===== config.mk =====
export PLATFORM = sky130hd
export DESIGN_NAME = div_result_cache
export DESIGN_NICKNAME = d
export VERILOG_FILES = /design/src/rtl/div_result_cache.sv
export SDC_FILE = /design/constraint.sdc
export NUM_CORES = 1
export LEC_CHECK = 0
export ABC_AREA = 1
export CAP_MARGIN = 30
export CORE_MARGIN = 4
export CORE_UTILIZATION = 30
export CTS_CLUSTER_SIZE = 40
export DETAILED_ROUTE_END_ITERATION = 12
export DONT_BUFFER_PORTS = 1
export PLACE_DENSITY = 0.44
export SLEW_MARGIN = 40
export SYNTH_ARGS = -nofsm -noshare
export SYNTH_HDL_FRONTEND = slang
export SYNTH_SLANG_ARGS = --single-unit

===== constraint.sdc =====
create_clock -name clk -period 4.3 [get_ports clk]
set_input_delay 0 -clock clk [delete_from_list [all_inputs] [get_ports clk]]
set_output_delay 0 -clock clk [all_outputs]
set_load 0.02 [all_outputs]

===== src/rtl/div_result_cache.sv =====
// ---------------------------------------------------------------------------
// div_result_cache
//
// Single-entry result cache in front of the integer divider. It remembers the
// quotient, remainder and operand key of the last division the divider
// completed. A later div/rem with the same operands, signedness and width is
// then served in one cycle (E->M) without starting the divider. The common
// case is the fused DIV-then-REM idiom.
//
// Ports
//   clk, reset          clock; synchronous active-high reset
//   StallM              M-stage stall (E->M register holds)
//   FlushE, FlushM      flush of the E / M stage instruction
//   IntDivE             div/rem instruction of any type in E
//   DivSignedE, W64E    signed op / W-type op (tie W64E to 0 for XLEN=32)
//   ForwardedSrcAE/BE   dividend / divisor (forwarded)
//   DivBusyE            divider busy
//   QuotM, RemM         divider results in M
//   DivReqE             divider request (IntDivE & ~HitE)
//   HitE, HitM          op served from the cache, in E / in M
//   QuotOutM, RemOutM   cached results on a hit, divider results otherwise
// ---------------------------------------------------------------------------
module div_result_cache #(
    parameter int XLEN = 64
) (
    input  logic            clk,
    input  logic            reset,
    input  logic            StallM,
    input  logic            FlushE,
    input  logic            FlushM,
    input  logic            IntDivE,
    input  logic            DivSignedE,
    input  logic            W64E,
    input  logic [XLEN-1:0] ForwardedSrcAE,
    input  logic [XLEN-1:0] ForwardedSrcBE,
    input  logic            DivBusyE,
    input  logic [XLEN-1:0] QuotM,
    input  logic [XLEN-1:0] RemM,
    output logic            DivReqE,
    output logic            HitE,
    output logic            HitM,
    output logic [XLEN-1:0] QuotOutM,
    output logic [XLEN-1:0] RemOutM
);

    localparam int KW = 2 * XLEN + 2;

    typedef enum logic [1:0] {
        IDLE = 2'd0,
        WAIT = 2'd1,
        CAPT = 2'd2
    } state_t;

    state_t          r_state;
    state_t          w_next;

    logic            r_valid;
    logic [KW-1:0]   r_cached_key;
    logic [KW-1:0]   r_pend_key;
    logic [XLEN-1:0] r_cached_q;
    logic [XLEN-1:0] r_cached_r;
    logic            r_hit_m;

    logic [KW-1:0]   w_key;
    logic            w_hit_cached;
    logic            w_hit_pend;
    logic            w_hit;
    logic            w_start;
    logic            w_latch_pend;
    logic            w_capture;

    // Upper operand bits of W ops are part of the key on purpose: no masking.
    assign w_key = {ForwardedSrcAE, ForwardedSrcBE, DivSignedE, W64E};

    always_comb begin
        w_hit_cached = r_valid && (w_key == r_cached_key);
        // The op in M is being captured at this very edge; forward its key.
        w_hit_pend   = (r_state == CAPT) && (w_key == r_pend_key);
        // The op the divider is working on must never be served from the cache.
        w_hit        = IntDivE && (r_state != WAIT) && (w_hit_cached || w_hit_pend);
        w_start      = IntDivE && !w_hit && !StallM && !FlushE;
        w_latch_pend = (r_state != WAIT) && w_start;
        w_capture    = (r_state == CAPT);

        w_next = r_state;
        case (r_state)
            IDLE, CAPT: w_next = w_start ? WAIT : IDLE;
            WAIT: begin
                if (FlushE)
                    w_next = IDLE;
                else if (!DivBusyE && !StallM)
                    w_next = CAPT;
                else
                    w_next = WAIT;
            end
            default: w_next = IDLE;
        endcase
    end

    always_ff @(posedge clk) begin
        if (reset)
            r_state <= IDLE;
        else
            r_state <= w_next;
    end

    always_ff @(posedge clk) begin
        if (reset) begin
            r_valid      <= 1'b0;
            r_cached_key <= '0;
            r_pend_key   <= '0;
            r_cached_q   <= '0;
            r_cached_r   <= '0;
            r_hit_m      <= 1'b0;
        end else begin
            if (w_latch_pend)
                r_pend_key <= w_key;
            // Captured even when M is stalled or flushed: results depend only
            // on the operands, so a flushed op still yields a valid entry.
            if (w_capture) begin
                r_cached_q   <= QuotM;
                r_cached_r   <= RemM;
                r_cached_key <= r_pend_key;
                r_valid      <= 1'b1;
            end
            if (FlushM)
                r_hit_m <= 1'b0;
            else if (!StallM)
                r_hit_m <= w_hit;
        end
    end

    assign HitE     = w_hit;
    assign DivReqE  = IntDivE && !w_hit;
    assign HitM     = r_hit_m;
    assign QuotOutM = r_hit_m ? r_cached_q : QuotM;
    assign RemOutM  = r_hit_m ? r_cached_r : RemM;

endmodule


==> results.toml, run 1 <==
[outcome]
run_status = "finished with violations"
violations = "hold timing"

[pwr]
p_sw_mw = 2.721
p_int_mw = 6.760
p_leak_nw = 12.39
power.density_nw_per_um2 = 354.4
p_comb_frac = 0.138
clockPowerShare = 0.464
switching_share = 0.2870
peakVddDrop_mv = 0.2795
p_seq_frac = 0.397

[worst_setup_path]
critPathSlowestCell = "dlygate4sd3_1"
required_ps = 4840
cp-startpoint = "r_state[1]"
arrival_ps = 4330
critPathMaxStageDelay_ps = 570
cpMostUsedCell = "nor2_1"
worst_setup_path_start_kind = "flip-flop"
crit_family = "buffers and inverters"
timing.rr.start = "r_state[1]"
cp_max_fo = 90
end_kind = "flip-flop"
path_buf_inv = 4
path_class = "reg2reg"
crit_path_cell_trace = "nand2_8 -> inv_8 -> nand2_1 -> nor2_1 -> nand2_1 -> nor2_1 -> nand2_1 -> nor2_1 -> nand3_1 -> nor2_1 -> nor2_2 -> nand4_4 -> buf_12 -> nor2_1 -> dlygate4sd3_1 -> nor2_1 -> dlygate4sd3_1"

[floorplan]
die_area_um2 = 74940
die_h_um = 273.8
die_w_um = 273.8
fp-row-count = 97
io_pins = 396
core_area_um2 = 70030
start_util = 0.3026

[cts]
cts-resized-gates = 0
cts_buffer_depth = 3
cts_buffers = 50
cts_root_buf = "clkbuf_16"
clk_pin_slew_ps = 60
insertion_delay_ps = 610
cts_tree = "done"
htreeDepth = 2
cts.sinks = 392

[sta]
hold_ws_ps = -21.47
post-route-period-util = 0.8803
tightest_slew_ps = 1034
relSlewSlack = 0.3104
setup_viol = 0
skew_ps = 18.67
hold_violations = 7
rsz0062_at_grt = "false"
drv_slew = 0
fmax_mhz = 264.2
period_needed_ps = 3785
tns_ps = 0

[route]
wirelength_mm = 96.92
drt-pass1-iter-count = 5
drc_errors = 0
initialDrtViolationCount = 1900
ant_nets = 0
vias = 22654
viasPerCell = 4.807
avgRoutedWirePerCell_um = 20.56

[place]
place_inst = 4310
port_buffers = 0
gp_congestion = 0.9933
dp_hpwl_mm = 70.56

[synthesis]
synth_seq_area_share = 0.3704
ys_ff_latch = 392
syn_area_um2 = 21190
avgSynthCellArea_um2 = 6.036
synthFlopType = "dfxtp_1"
yosysUniqueCellTypes = 25
ys_async_sr_fraction = 0
synth_fp_nets = 3775
synth_cells = 3510
synth_edf_count = 0
yosys_warnings = 0

[job]
maxCapViolCount = 0

[grt]
overflow = 0
antenna_found_initial = 7
grt_pass1_vias = 21167
grt_use_total = 0.2490
grt_max_degree = 230
grt_pass1_wl_mm = 139.8

[worst_hold_path]
min_from = "IntDivE"
hold_path_class = "in2reg"

[finish]
nNetsFinal = 3997
final_common_cell = "nand2_1"
area_delta_synth_final_pct = 26.26
final_cell_mix = "1081 x nand2_1, 498 x nor2_1, 475 x inv_1"
instances_no_fill = 4713
fillerInstances = 7658
final_layout_size_suffix_gt1_frac = 0.02864
==> synth_stat cells, types with 6 or more instances <==
| cell | count | area [µm²] |
|---|---|---|
| nand3_1 | 32 | 160.2 |
| a21oi_1 | 262 | 1311 |
| dfxtp_1 | 392 | 7848 |
| inv_1 | 475 | 1783 |
| xor2_1 | 20 | 175.2 |
| buf_2 | 16 | 80.08 |
| xnor2_1 | 63 | 551.8 |
| o21ai_0 | 429 | 2147 |
| nor2_1 | 498 | 1869 |
| nand4_1 | 65 | 406.6 |
| nor3_1 | 14 | 70.07 |
| nand3b_1 | 6 | 45.04 |
| clkbuf_1 | 122 | 457.9 |
| nand2_1 | 1081 | 4058 |
| buf_4 | 12 | 90.09 |
==> worst min-delay path: stages <==
cell,delay (ps)
nand4_4,110
buf_12,250
nor2_1,140
nor2_1,50
==> routing by layer <==
layer / up-vias / global-route usage / part of all wire
li1: 11331 / - / -
met1: 10347 / 0.3171 / 0.42
met2: 815 / 0.4156 / 0.46
met3: 161 / 0.05084 / 0.077
met4: 0 / 0.09340 / 0.040
met5: - / 0 / 0
==> final timing paths <==
check / end / cells after the start / slack (ps)
hold / removal: r_pend_key[6] / 4 / -20
setup / recovery: r_pend_key[2] / 17 / 510
hold reg to reg: r_cached_key[99] / 2 / 470
setup reg to reg: r_pend_key[2] / 17 / 510
==> logic make-up after synthesis <==
logic type,count (synthesis),synth area share
flip-flops,392,0.3704
XOR/XNOR,83,0.03431
AO/OA/AOI/OAI,694,0.1639
AND/OR/NAND/NOR,1708,0.3162
buffers and inverters,633,0.1152
==> power groups by stage <==
stage / Clock [mW] / Sequential [mW] / Combinational [mW]
global placement: 0 / 3.85 / 1.05
detailed placement: 0 / 3.85 / 1.05
floorplan: 0 / 3.83 / 0.732
finish: 4.40 / 3.77 / 1.31
CTS: 4.49 / 3.77 / 1.30
global route: 4.64 / 3.78 / 1.42
==> flip-flops by register name, indices dropped and copies added (netlist names) <==
register / count
r_cached_q: 64
r_valid: 1
r_cached_r: 64
r_pend_key: 130
r_state: 2
r_cached_key: 130
HitM: 1
==> stage by stage <==
step                      setup WS, ps  total power [mW]  cell area (µm²)    util
after floorplan                   2505             4.560            21190       -
after global placement            1242             4.902            21910  0.3129
after detailed placement          1208             4.900            21940  0.3133
after CTS                        501.9             9.555            26720  0.3815
after global routing             56.26             9.842            26750  0.3820
final                            514.8             9.481            26750  0.3820
==> timing repair <==
item,in CTS,in global routing
buffers inserted,0,0
hold buffers,309,0
endpoints found under the hold margin,341,0
==> area by class of cell <==
cell class                      instances  area (µm²)  share of cell area
Antenna cell                            2       5.005           0.0001871
Clock buffer                           72        1465             0.05477
Clock inverter                         19       219.0            0.008185
Inverter                              479        1818             0.06796
Multi-Input combinational cell       2485       10910              0.4079
Sequential cell                       392        7851              0.2935
Tap cell                              940        1176             0.04396
Timing Repair Buffer                  324        3304              0.1235
Note: power is estimated with default switching activity, not from simulation.
==> run 2, diff against run 1 <==
--- a/config.mk
+++ b/config.mk
@@ -9,6 +9,7 @@
 export CAP_MARGIN = 30
 export CORE_MARGIN = 4
 export CORE_UTILIZATION = 30
+export CTS_BUF_LIST = sky130_fd_sc_hd__clkbuf_2 sky130_fd_sc_hd__clkbuf_4 sky130_fd_sc_hd__clkbuf_8
 export CTS_CLUSTER_SIZE = 40
 export DETAILED_ROUTE_END_ITERATION = 12
 export DONT_BUFFER_PORTS = 1
==> run 2 against run 1 <==
Against the previous run:
- largest cell class unchanged
- total power down 2.6%
- sequential cell count unchanged
- wire length up 2.7%
- critical path type unchanged
- the flow now finishes without violations
- critical path depth down 3
- fmax down 3.5%
==> results.toml, run 2 (synthesis results as in run 1) <==
[finish]
final_common_cell = "nand2_1"
area_delta_synth_final_pct = 35.09
top_regs = "r_cached_key x130, r_pend_key x130"
final_layout_size_suffix_gt1_frac = 0.04065
fillerInstances = 7547
final_cell_mix = "1081 x nand2_1, 503 x dlygate4sd3_1, 498 x nor2_1"
fin_area_um2 = 28620
multi_input_area_um2 = 10910
nNetsFinal = 4219
regArea_um2 = 7851
instances_no_fill = 4955

[sta]
period_needed_ps = 3924
post-route-period-util = 0.9126
tns_ps = 0
tightest_slew_ps = 1006
fmax_mhz = 254.8
setup_viol = 0
relSlewSlack = 0.3292
hold_violations = 0
drv_slew = 0
rsz0062_at_grt = "false"
skew_ps = 32.47

[pwr]
peakVddDrop_mv = 0.2251
p_leak_nw = 13.42
total_power_mw = 9.237
power.density_nw_per_um2 = 322.7

[floorplan]
io_pins = 396
core_area_um2 = 70030
die_area_um2 = 74940
die_w_um = 273.8
die_h_um = 273.8
fp-row-count = 97
start_util = 0.3026

[worst_setup_path]
r2r_cells = 14
rr_endpoint = "r_pend_key[42]"
end_kind = "flip-flop"
arrival_ps = 4530
required_ps = 4910
r2r_slack_ps = 380
cp_max_fo = 90
path_class = "reg2reg"
worst_setup_path_start_kind = "flip-flop"
timing.rr.start = "r_pend_key[40]"

[grt]
grt_use_total = 0.2557
grt_pass1_wl_mm = 143.7
grt_pass1_vias = 22498
grt_max_degree = 230
antenna_found_initial = 5
overflow = 0

[cts]
cts.sinks = 392
cts_buffers = 78
cts_buffer_depth = 3
cts_root_buf = "clkbuf_8"
clk_pin_slew_ps = 60
htreeDepth = 3
cts_setup_buffers = 0
insertion_delay_ps = 690
cts_tree = "done"

[place]
place_inst = 4310
dp_hpwl_mm = 70.56
port_buffers = 0
placed_area_um2 = 21940
gp_congestion = 0.9933

[job]
maxCapViolCount = 0

[route]
initialDrtViolationCount = 2042
ant_nets = 0
wirelength_mm = 99.51
viasPerCell = 4.778
avgRoutedWirePerCell_um = 20.08
vias = 23674
drt-pass1-iter-count = 6
drc_errors = 0

[outcome]
run_status = "finished clean"

[worst_hold_path]
min_from = "QuotM[6]"
hold_path_class = "in2reg"
whs_path_depth = 3
hold_path_end = "r_cached_q[6]"
[run 2: repair_timing]
item	4_1_cts	5_1_grt
hold endpoints to repair	349	1
hold buffers	502	1
endpoints found under the setup margin	0	18
resized for setup	0	1
[run 2: cell type report]
class,instances,area share
tap,940,0.04109
clock buffer,125,0.05311
sequential,392,0.2743
clock inverter,11,0.002798
multi-input combinational,2485,0.3813
antenna,5,0.0004371
timing repair buffer,518,0.1833
inverter,479,0.06369
[run 2: report_power, final]
| group | switching, mW | internal (mW) |
|---|---|---|
| Combinational | 0.888 | 0.547 |
| Sequential | 0.0586 | 3.71 |
| Clock | 1.79 | 2.24 |
[run 2: worst max-delay path by stage]
stage / start / end / slack [ps]
final: r_pend_key[40] / r_pend_key[42] / 380
after global routing: r_state[1] / r_pend_key[56] / 40
after CTS: r_state[1] / r_pend_key[34] / 430
after detailed placement: r_state[1] / r_pend_key[115] / 1210
after global placement: r_state[1] / r_pend_key[60] / 1240
after floorplan: r_state[0] / r_pend_key[109] / 2510
[run 2: stage by stage]
stage	utilization	hold WS, ps	setup WS [ps]
6_report	0.4087	38.02	375.8
5_1_grt	0.4086	7.755	37.60
4_1_cts	0.4079	0.2509	434.9
3_5_place_dp	0.3133	80.42	1208
3_3_place_gp	0.3129	78.10	1242
2_1_floorplan	-	69.07	2505
[run 2: routing by layer]
metal  part of all wire  global-route usage
met1               0.42              0.3203
met3              0.075             0.05855
met5                  0                   0
met2               0.47              0.4261
met4              0.042              0.1006
[run 2: critical path: stages (launching register included)]
cell and delay (ps):
dfxtp_1 320, xnor2_1 480, nand3_1 350, nor2_1 220, nand2_1 70, nor2_1 220
nand3_1 110, nor2_1 150, nor2_2 90, nand4_4 100, buf_12 320, nor2_1 60
dlygate4sd3_1 570, nor2_1 120, dlygate4sd3_1 560
==> run 3, diff against run 2 <==
--- a/config.mk
+++ b/config.mk
@@ -13,7 +13,6 @@
 export CTS_CLUSTER_SIZE = 40
 export DETAILED_ROUTE_END_ITERATION = 12
 export DONT_BUFFER_PORTS = 1
-export PLACE_DENSITY = 0.44
 export SLEW_MARGIN = 40
 export SYNTH_ARGS = -nofsm -noshare
 export SYNTH_HDL_FRONTEND = slang
==> run 3 against run 2 <==
Against the previous run:
- hold slack better by 6.9 ps
- die area stayed put
- critical path type unchanged
- worst setup slack worse by 42 ps
==> results.toml, run 3 (synthesis results as in run 1) <==
[outcome]
run_status = "finished clean"

[finish]
top_regs = "r_cached_key x130, r_pend_key x130"
area_delta_synth_final_pct = 31.09
nNetsFinal = 4128
final_common_cell = "nand2_1"
fin_area_um2 = 27770
final_layout_size_suffix_gt1_frac = 0.04234
final_cell_mix = "1081 x nand2_1, 498 x nor2_1, 475 x inv_1"

[job]
maxCapViolCount = 0

[cts]
cts_buffer_depth = 3
htreeDepth = 3
cts_tree = "done"
insertion_delay_ps = 680
clk_pin_slew_ps = 60
cts.sinks = 392
cts_buffers = 78
cts_setup_buffers = 0
cts_root_buf = "clkbuf_8"

[floorplan]
fp-row-count = 97
die_h_um = 273.8
start_util = 0.3026
die_w_um = 273.8
die_area_um2 = 74940
io_pins = 396
core_area_um2 = 70030

[worst_hold_path]
hold_path_class = "in2reg"
min_from = "ForwardedSrcAE[18]"
whs_path_depth = 3
hold_path_end = "r_pend_key[84]"

[sta]
relSlewSlack = 0.3899
hold_ws_ps = 44.97
rsz0062_at_grt = "false"
fmax_mhz = 252.1
post-route-period-util = 0.9223
tns_ps = 0
drv_slew = 0
skew_ps = 49.51
period_needed_ps = 3966
tightest_slew_ps = 905.6
hold_violations = 0
setup_viol = 0
worst_slack_ps = 334.1

[pwr]
power.density_nw_per_um2 = 335.9
p_leak_nw = 12.96
total_power_mw = 9.330
peakVddDrop_mv = 0.2576

[route]
vias = 24239
avgRoutedWirePerCell_um = 20.09
wirelength_mm = 97.81
viasPerCell = 4.979
drt-pass1-iter-count = 6
drc_errors = 0
ant_nets = 0
initialDrtViolationCount = 2769

[grt]
overflow = 0
grt_pass1_wl_mm = 140.8
grt_pass1_vias = 22715
antenna_found_initial = 8
grt_use_total = 0.2489
grt_max_degree = 153

[worst_setup_path]
path_class = "reg2reg"
timing.rr.start = "r_cached_key[96]"
end_kind = "flip-flop"
r2r_cells = 14
rr_endpoint = "r_pend_key[1]"
arrival_ps = 4510
cp_max_fo = 43
worst_setup_path_start_kind = "flip-flop"
required_ps = 4850
r2r_slack_ps = 330

[place]
place_ws_ps = 1192
placed_area_um2 = 21960
dp_hpwl_mm = 68.17
gp_congestion = 1.001
port_buffers = 0
## run 3: cell count changes in the layout (fill, tap and decap cells not counted), sizes merged
cell         delta
clkbuf          -2
buf             +1
clkinv          +2
dlygate4sd3    -92
bufinv          +2
diode           +2
## run 3: through the flow
stage	utilization	std cells
after global routing	0.3965	4866
after detailed placement	0.3135	4311
final	0.3966	4868
after global placement	0.3131	4310
after floorplan	-	3510
after CTS	0.3961	4860
## run 3: worst max path at each step
stage	start	to	slack [ps]	cells after the start
floorplan	r_state[0]	r_pend_key[109]	2510	18
global placement	r_cached_key[86]	r_pend_key[77]	1180	13
detailed placement	r_cached_key[86]	r_pend_key[106]	1190	13
CTS	r_cached_key[96]	r_pend_key[104]	510	14
global route	r_cached_key[65]	r_pend_key[127]	150	15
finish	r_cached_key[96]	r_pend_key[1]	330	14
## run 3: critical path, cell delays in order (launching register included)
cell           delay, ps
dfxtp_1              320
o21ai_0              580
nor2_1                80
nand2_1              220
nor2_1                80
nand2_1               70
nor2_1                40
nand3_1               80
nor2_1                80
nor2_2               160
nand4_4              620
nor2_1               300
dlygate4sd3_1        600
nor2_1                50
dlygate4sd3_1        550
## run 3: report_power, final
group          switching (mW)  internal [mW]  total (mW)  leakage, nW
Clock                    1.81           2.36        4.17        0.882
Sequential             0.0600           3.71        3.77         3.17
Combinational           0.892          0.499        1.39         8.90
## run 3: what timing repair did
action,CTS,global route
hold buffers,411,0
resized for setup,0,0
endpoints found under the hold margin,328,0
## run 3: area by class of cell
cell class,instances,area [µm²]
clock inverter,15,155.1
sequential,392,7851
clock buffer,123,1511
multi-input combinational,2485,10900
antenna,7,17.52
fill,7262,42250
timing repair buffer,427,4345
inverter,479,1813
tap,940,1176
## run 3: per-layer routing
| layer | track usage | routed length [µm] |
|---|---|---|
| met2 | 0.3933 | 43210 |
| met3 | 0.07810 | 10880 |
| met1 | 0.3077 | 38650 |
| met5 | 0 | 13 |
| met4 | 0.1195 | 5050 |
